===== src/rtl/muldiv_unit.sv =====
// muldiv_unit: iterative unsigned multiply/divide, one bit per cycle
// Shift-add multiplier and restoring divider share one hi/lo register pair.
module muldiv_unit #(
    parameter int WIDTH = 32,
    parameter int SELW  = 4
) (
    input  logic             clock,
    input  logic             reset,
    input  logic             start,
    input  logic [1:0]       op,
    input  logic [WIDTH-1:0] a,
    input  logic [WIDTH-1:0] b,
    input  logic [SELW-1:0]  dsel_in,
    output logic             busy,
    output logic             done,
    output logic             we_out,
    output logic [SELW-1:0]  dsel_out,
    output logic [WIDTH-1:0] result
);
    localparam int CW = $clog2(WIDTH);

    typedef enum logic [1:0] {IDLE, RUN, DONE} state_t;

    state_t           state, state_n;
    logic [CW-1:0]    cnt;
    logic [1:0]       op_r;
    logic [WIDTH-1:0] opd, lo, lo_n;
    logic [WIDTH:0]   hi, hi_n, mul_acc, shifted, trial;
    logic             accept, last;

    always_ff @(posedge clock)
        if (reset) state <= IDLE;
        else state <= state_n;

    always_comb begin
        state_n = state;
        accept  = 1'b0;
        last    = 1'b0;
        case (state)
            IDLE: if (start) begin
                state_n = RUN;
                accept  = 1'b1;
            end
            RUN: if (cnt == '0) begin
                state_n = DONE;
                last    = 1'b1;
            end
            default: state_n = IDLE;
        endcase
    end

    assign busy   = state != IDLE;
    assign done   = state == DONE;
    assign we_out = done;

    // Multiply: hi = running upper product (with carry), lo = multiplier shifting out.
    // Divide: hi = partial remainder, lo = dividend shifting out / quotient shifting in.
    assign mul_acc = lo[0] ? {1'b0, hi[WIDTH-1:0]} + {1'b0, opd} : {1'b0, hi[WIDTH-1:0]};
    assign shifted = {hi[WIDTH-1:0], lo[WIDTH-1]};
    assign trial   = shifted - {1'b0, opd};
    assign hi_n    = op_r[1] ? (trial[WIDTH] ? shifted : trial) : {1'b0, mul_acc[WIDTH:1]};
    assign lo_n    = op_r[1] ? {lo[WIDTH-2:0], ~trial[WIDTH]} : {mul_acc[0], lo[WIDTH-1:1]};

    always_ff @(posedge clock)
        if (reset) begin
            cnt      <= '0;
            op_r     <= '0;
            opd      <= '0;
            hi       <= '0;
            lo       <= '0;
            dsel_out <= '0;
            result   <= '0;
        end else if (accept) begin
            cnt      <= CW'(WIDTH - 1);
            op_r     <= op;
            opd      <= op[1] ? b : a;
            hi       <= '0;
            lo       <= op[1] ? a : b;
            dsel_out <= dsel_in;
        end else if (state == RUN) begin
            cnt <= cnt - 1'b1;
            hi  <= hi_n;
            lo  <= lo_n;
            if (last) result <= op_r[0] ? hi_n[WIDTH-1:0] : lo_n;
        end
endmodule


===== config.mk =====
export PLATFORM = sky130hd
export DESIGN_NAME = muldiv_unit
export DESIGN_NICKNAME = d
export VERILOG_FILES = /design/src/rtl/muldiv_unit.sv
export SDC_FILE = /design/constraint.sdc
export NUM_CORES = 1
export LEC_CHECK = 0
export CAP_MARGIN = 10
export CORE_MARGIN = 1
export CORE_UTILIZATION = 50
export CTS_CLUSTER_SIZE = 28
export DETAILED_ROUTE_END_ITERATION = 10
export PLACE_DENSITY = 0.72
export SYNTH_ARGS = -nofsm -noshare
export SYNTH_HDL_FRONTEND = slang
export SYNTH_SLANG_ARGS = --single-unit

===== constraint.sdc =====
create_clock -name clock -period 9.7 [get_ports clock]
set_clock_uncertainty 0.15 [all_clocks]
set_input_delay 2.91 -clock clock [delete_from_list [all_inputs] [get_ports clock]]
set_output_delay 2.91 -clock clock [all_outputs]
set_load 0.02 [all_outputs]

==> qor.csv, run 1 <==
metric,value,unit
achievable frequency,197.3,MHz
element type at the critical path end,flip-flop,
top_reg_cell synth,dfxtp_1,
via count,10806,
number of gates resized after CTS,0,
syn_area_per_cell,7.892,um^2
Setup Total Neg Slack,0,ns
peak supply drop,142.3,uV
Max H-tree Level,4,
pin count of the biggest net entering global routing,76,
Inserted Clock Buffers,17,
CTS Hold Buffers Added,0,
clock-pin slew on the worst setup and hold paths,0.06,ns
top-area cell type share of the netlist area,26.32,%
number of global-route vias before repair,9760,
syn_nets,1500,
Crit Reg-Reg Endpoint,result[21],
final period utilization,52.26,%
final critical-path required period,5.069,ns
worst hold path class,flip-flop to flip-flop,
Post-synth EDFFs,0,
CTS Sinks,141,
launching point of the worst reg2reg path,lo[31],
antenna violations before repair,0,
# diodes,0,
"Seq/Total Area, Yosys",26.32,%
filler instances,1899,
"area leader, netlist",dfxtp_1,
Die X,148.5,um
RSZ-0062 raised after global routing,false,
Post-Route WL,34400,um
"Remaining Overflow, GRT",0,
setup bufs post-CTS,0,
Util after Layout,59.81,%
Slew HR,28.23,%
area delta synth->final,17.22,%
max cap viols,0,
hold path depth,2,
CP Max Fanout,57,
"Req. time, crit path",9.83,ns
status,completed,
Hold Slack,0.3045,ns
Critical Path AT,5.20,ns
clk buf depth,2,
Fin. Hold Viols,0,
Post-Syn Area,10730,um^2
top post-synthesis cells by area,"dfxtp_1 (26%), mux2i_1 (9.6%), ha_1 (7.7%)",
GRT Total Usage,30.93,%
Placer Congestion,1.022,
static leakage,0.005240,uW
Setup CP Type,input pin to flip-flop,
drt drc,0,
Die Ht,148.5,um
routed length per instance,20.17,um
PwrDens,158.0,nW/um^2
slew at the pin closest to its max-slew limit,1.073,ns
DR vias/cell,6.334,
Synth async-reset ratio,0,%
synth unique cells,75,
dpl hpwl,25740,um
clk_lat worst skew,0.42,ns
Final nets,1559,
Pwr Total,1987,uW
Boundary Pins,112,
"FF+latch count, synth",141,
Final Max Tran Viols,0,
cells on worst reg2reg path,12,
Initial DRC Count,1285,
port bufs,111,
Hold Path Sink,dsel_out[1],
Routed Antenna Nets,0,
synthesized instance count,1359,
first-pass GRT wire length,53140,um
# setup viols final,0,
CTS Root Cell,clkbuf_16,
CTS tree,yes,
starting density of the core,51.02,%
share of cells above drive strength 1,6.080,%
die area,22040,um^2
Synth Warn #,0,
startpoint types,input pin,
FP Rows,53,
Hold Crit Start,dsel_out[1],
Core Region,21020,um^2
1st-pass router iterations,6,
reg2reg setup slack,5.30,ns
## critical path: stages
cell and delay, ns:
clkdlybuf4s50_1 0.47, and2_2 0.52, buf_4 0.57, nor2_1 0.11, buf_4 0.23, a221oi_1 0.30, nor2_1 0.06
## cell families (layout without fill, tap and decap cells)
| kind of cell | Yosys count | count (layout) | synth area share, % |
|---|---|---|---|
| AO/OA/AOI/OAI | 463 | 463 | 28.62 |
| XOR/XNOR | 45 | 45 | 3.675 |
| adder cells (fa/ha/maj) | 68 | 68 | 8.073 |
| buffers and inverters | 140 | 212 | 5.133 |
| flip-flops | 141 | 141 | 26.32 |
| multiplexers | 116 | 116 | 11.08 |
| AND/OR/NAND/NOR | 386 | 386 | 17.10 |
## synth_stat cells, types with 4 or more instances
cell	number
nor2_1	108
or3_1	21
a211oi_1	50
o22ai_1	15
a2111oi_0	4
buf_1	12
a221oi_1	5
a22oi_1	6
inv_1	55
a22o_1	16
a21oi_1	135
clkbuf_1	65
a211o_1	17
nand4_1	8
dfxtp_1	141
nand3_1	47
o21ai_0	77
a21o_1	20
nand2b_1	9
a41oi_1	5
and2_1	7
xor2_1	14
o221a_2	9
and3_1	22
o21a_1	4
nand2_1	100
xnor2_1	31
nor2b_1	15
o31ai_1	7
o21bai_1	7
o211ai_1	13
a21boi_0	4
and4_1	4
mux2i_1	103
nor3_1	29
a311oi_1	6
ha_1	66
mux2_2	12
a31oi_1	31
## final cells by class
type                            count  area [um^2]  area share (%)
Sequential cell                   141         2826           22.48
Timing Repair Buffer              123         1194           9.494
Multi-Input combinational cell   1078         7366           58.59
Tap cell                          275        344.1           2.737
Clock inverter                     13        185.2           1.473
Inverter                           57        214.0           1.702
Clock buffer                       19        442.9           3.523
## state kept, by name, summed over array words and instances, names as in the netlist
signal,cells
cnt,5
dsel_out,4
hi,32
lo,32
op_r,2
opd,32
result,32
state,2
## per-layer routing
metal	global-route usage [%]	wire length, um	up-vias
met5	0	0	-
met4	6.289	462	0
met3	5.123	3105	34
met2	45.70	14610	459
met1	46.59	16220	5091
li1	-	-	5222
## stage by stage
stage	area, um^2	worst slack, ns	std cells
2_1_floorplan	10730	5.214	1359
3_3_place_gp	11940	4.241	1674
3_5_place_dp	11940	4.209	1674
4_1_cts	12570	4.637	1706
5_1_grt	12570	4.442	1706
6_report	12570	4.631	1706
## placed cells by master, fill, tap and decap left out, types with 7 or more instances in the layout
cell type and count:
o211ai_1 13, clkbuf_16 17, nor2b_1 14, mux2i_1 103, or3_1 21, o221a_2 9, and3_1 22, nand3_1 47
nand4_1 8, dfxtp_1 140, nand2b_1 9, a21oi_1 135, o21bai_1 7, clkdlybuf4s50_1 109, buf_4 13, a22o_1 16
ha_1 66, nor3_1 27, xor2_1 14, xnor2_1 31, nor2_1 108, a211oi_1 50, a31oi_1 31, a211o_1 17
a21o_1 20, o31ai_1 7, inv_1 55, o21ai_0 77, o22ai_1 15, mux2_2 12, nand2_1 100
## worst max-delay path by stage
stage | start | end | slack [ns] | cells after the start
final | start | lo[0] | 4.63 | 7
after global routing | start | lo[0] | 4.44 | 7
after CTS | start | lo[0] | 4.64 | 7
after detailed placement | start | lo[0] | 4.21 | 7
after global placement | start | lo[0] | 4.24 | 7
after floorplan | op[1] | lo[10] | 5.21 | 6
## power breakdown
| part | internal (uW) | total (uW) | switching, uW |
|---|---|---|---|
| clock | 439 | 698 | 260 |
| sequential | 624 | 686 | 61.8 |
| combinational | 245 | 602 | 357 |
| total | 1310 | 1990 | 679 |
(Power assumes the default switching activity.)
==> run 2: changes to the inputs <==
Settings changed: PLACE_DENSITY 0.72 to 0.75.
Clock period 9.7 ns to 4.5 ns, I/O delays scaled along.
==> run 2 against run 1 <==
Compared with the run above:
- routed wire length rose by 7.5%
- global-route usage rose by 2.5 points
- critical path depth rose by 5
- via count rose by 2.6%
- sequential power rose by 110%
- largest cell class unchanged
- critical path type is now flip-flop to flip-flop
- setup slack got worse by 4.2 ns
- first-iteration DRC count fell by 11%
- combinational power rose by 130%
- clock power rose by 110%
- total power rose by 120%
- final area rose by 0.82%
- largest power group unchanged
==> qor.csv, run 2 (synthesis results as in run 1) <==
metric,value,unit
status,completed,
first-pass GRT wire length,56480,um
Placer Congestion,1.015,
Final nets,1573,
clock-pin slew on the worst setup and hold paths,0.06,ns
"Remaining Overflow, GRT",0,
# setup viols final,0,
share of cells above drive strength 1,6.994,%
Post-Place Cells,1688,
drt drc,0,
die area,22040,um^2
worst hold path class,flip-flop to flip-flop,
Die X,148.5,um
Critical Path AT,4.28,ns
CTS tree,yes,
dpl hpwl,27470,um
Die Ht,148.5,um
1st-pass router iterations,7,
antenna violations before repair,0,
Util after Layout,60.29,%
element type at the critical path end,flip-flop,
routed length per instance,21.51,um
critical-path cell list,"inv_1, ha_1, fa_1, nand2b_1, a21oi_1, o211ai_1, a21oi_1, o21a_1, o211a_4, mux2i_1, mux4_2, a21oi_1",
CTS Hold Buffers Added,0,
starting density of the core,51.02,%
via count,11086,
slew at the pin closest to its max-slew limit,0.9392,ns
Hold Slack,0.3108,ns
FP Rows,53,
Core Region,21020,um^2
Max H-tree Level,4,
"Req. time, crit path",4.71,ns
setup bufs post-CTS,0,
"slowest stage delay, CP",0.55,ns
DR vias/cell,6.449,
Setup CP Type,flip-flop to flip-flop,
port bufs,111,
static leakage,0.005309,uW
GRT Total Usage,33.46,%
Pwr Total,4314,uW
"commonest non-fill, non-tap cell in the layout",dfxtp_1,
Boundary Pins,112,
Layout Cells excl Fill,1719,
Initial DRC Count,1140,
Final Max Tran Viols,0,
Setup Total Neg Slack,0,ns
area delta synth->final,18.18,%
PwrDens,340.4,nW/um^2
Fin. Hold Viols,0,
final period utilization,90.49,%
CTS Root Cell,clkbuf_16,
Critical Path Slowest Stage Cell,o211a_4,
clk buf depth,2,
RSZ-0062 raised after global routing,false,
cell mode on critical path,a21oi_1,
reg2reg setup slack,0.43,ns
# diodes,0,
Bufs and invs on worst path,1,
CP Max Fanout,30,
number of gates resized after CTS,0,
peak supply drop,271.0,uV
most frequent cells in the layout,"dfxtp_1 (140), a21oi_1 (135), clkdlybuf4s50_1 (109)",
pin count of the biggest net entering global routing,72,
clk_lat worst skew,0.43,ns
Inserted Clock Buffers,17,
number of global-route vias before repair,10139,
achievable frequency,245.6,MHz
CTS Sinks,141,
Routed Antenna Nets,0,
final critical-path required period,4.072,ns
Slew HR,37.32,%
max cap viols,0,
startpoint types,flip-flop,
Top delay family on crit path,compound AO/OA/AOI/OAI gates,
Post-Route WL,36970,um
[run 2: routing by layer]
layer	GRT usage (%)	up-vias	share of wire [%]
li1	-	5242	-
met1	46.97	5181	44
met2	48.57	608	42
met3	10.95	55	12
met4	8.918	0	1.7
met5	0	-	0
[run 2: path summary, 6_finish.rpt]
path               startpoint           to  cells past startpoint
setup / recovery       lo[31]    result[7]                     12
hold reg to reg   dsel_out[1]  dsel_out[1]                      2
setup reg to reg       lo[31]    result[7]                     12
hold / removal    dsel_out[1]  dsel_out[1]                      2
[run 2: power by group]
| group | internal [uW] | switching, uW | total (uW) | leakage, uW |
|---|---|---|---|---|
| Clock | 903 | 573 | 1480 | 0.000300 |
| Combinational | 539 | 840 | 1380 | 0.00385 |
| Sequential | 1350 | 113 | 1460 | 0.00116 |
| Total | 2790 | 1530 | 4310 | 0.00531 |
[run 2: worst reg2reg max path, stage by stage, from the launching register on]
cell and delay [ns]:
dfxtp_1 0.33, inv_1 0.07, ha_1 0.21, fa_1 0.41, nand2b_1 0.18, a21oi_1 0.30, o211ai_1 0.27, a21oi_1 0.38
o21a_1 0.27, o211a_4 0.55, mux2i_1 0.21, mux4_2 0.50, a21oi_1 0.17
[run 2: metrics by stage]
stage                     area [um^2]  worst slack (ns)
final                           12670            0.4281
after global routing            12670            0.2736
after CTS                       12670            0.4849
after detailed placement        12060            0.5421
after global placement          12060            0.6316
after floorplan                 10730             1.306
[run 2: area by class of cell]
class / count / area, um^2
flip-flops and latches: 141 / 2826
clock buffers: 19 / 452.9
repair buffers: 137 / 1311
multi-input cells: 1078 / 7366
fillers: 1863 / 8347
inverters: 57 / 214.0
clock inverters: 12 / 160.2
well taps: 275 / 344.1
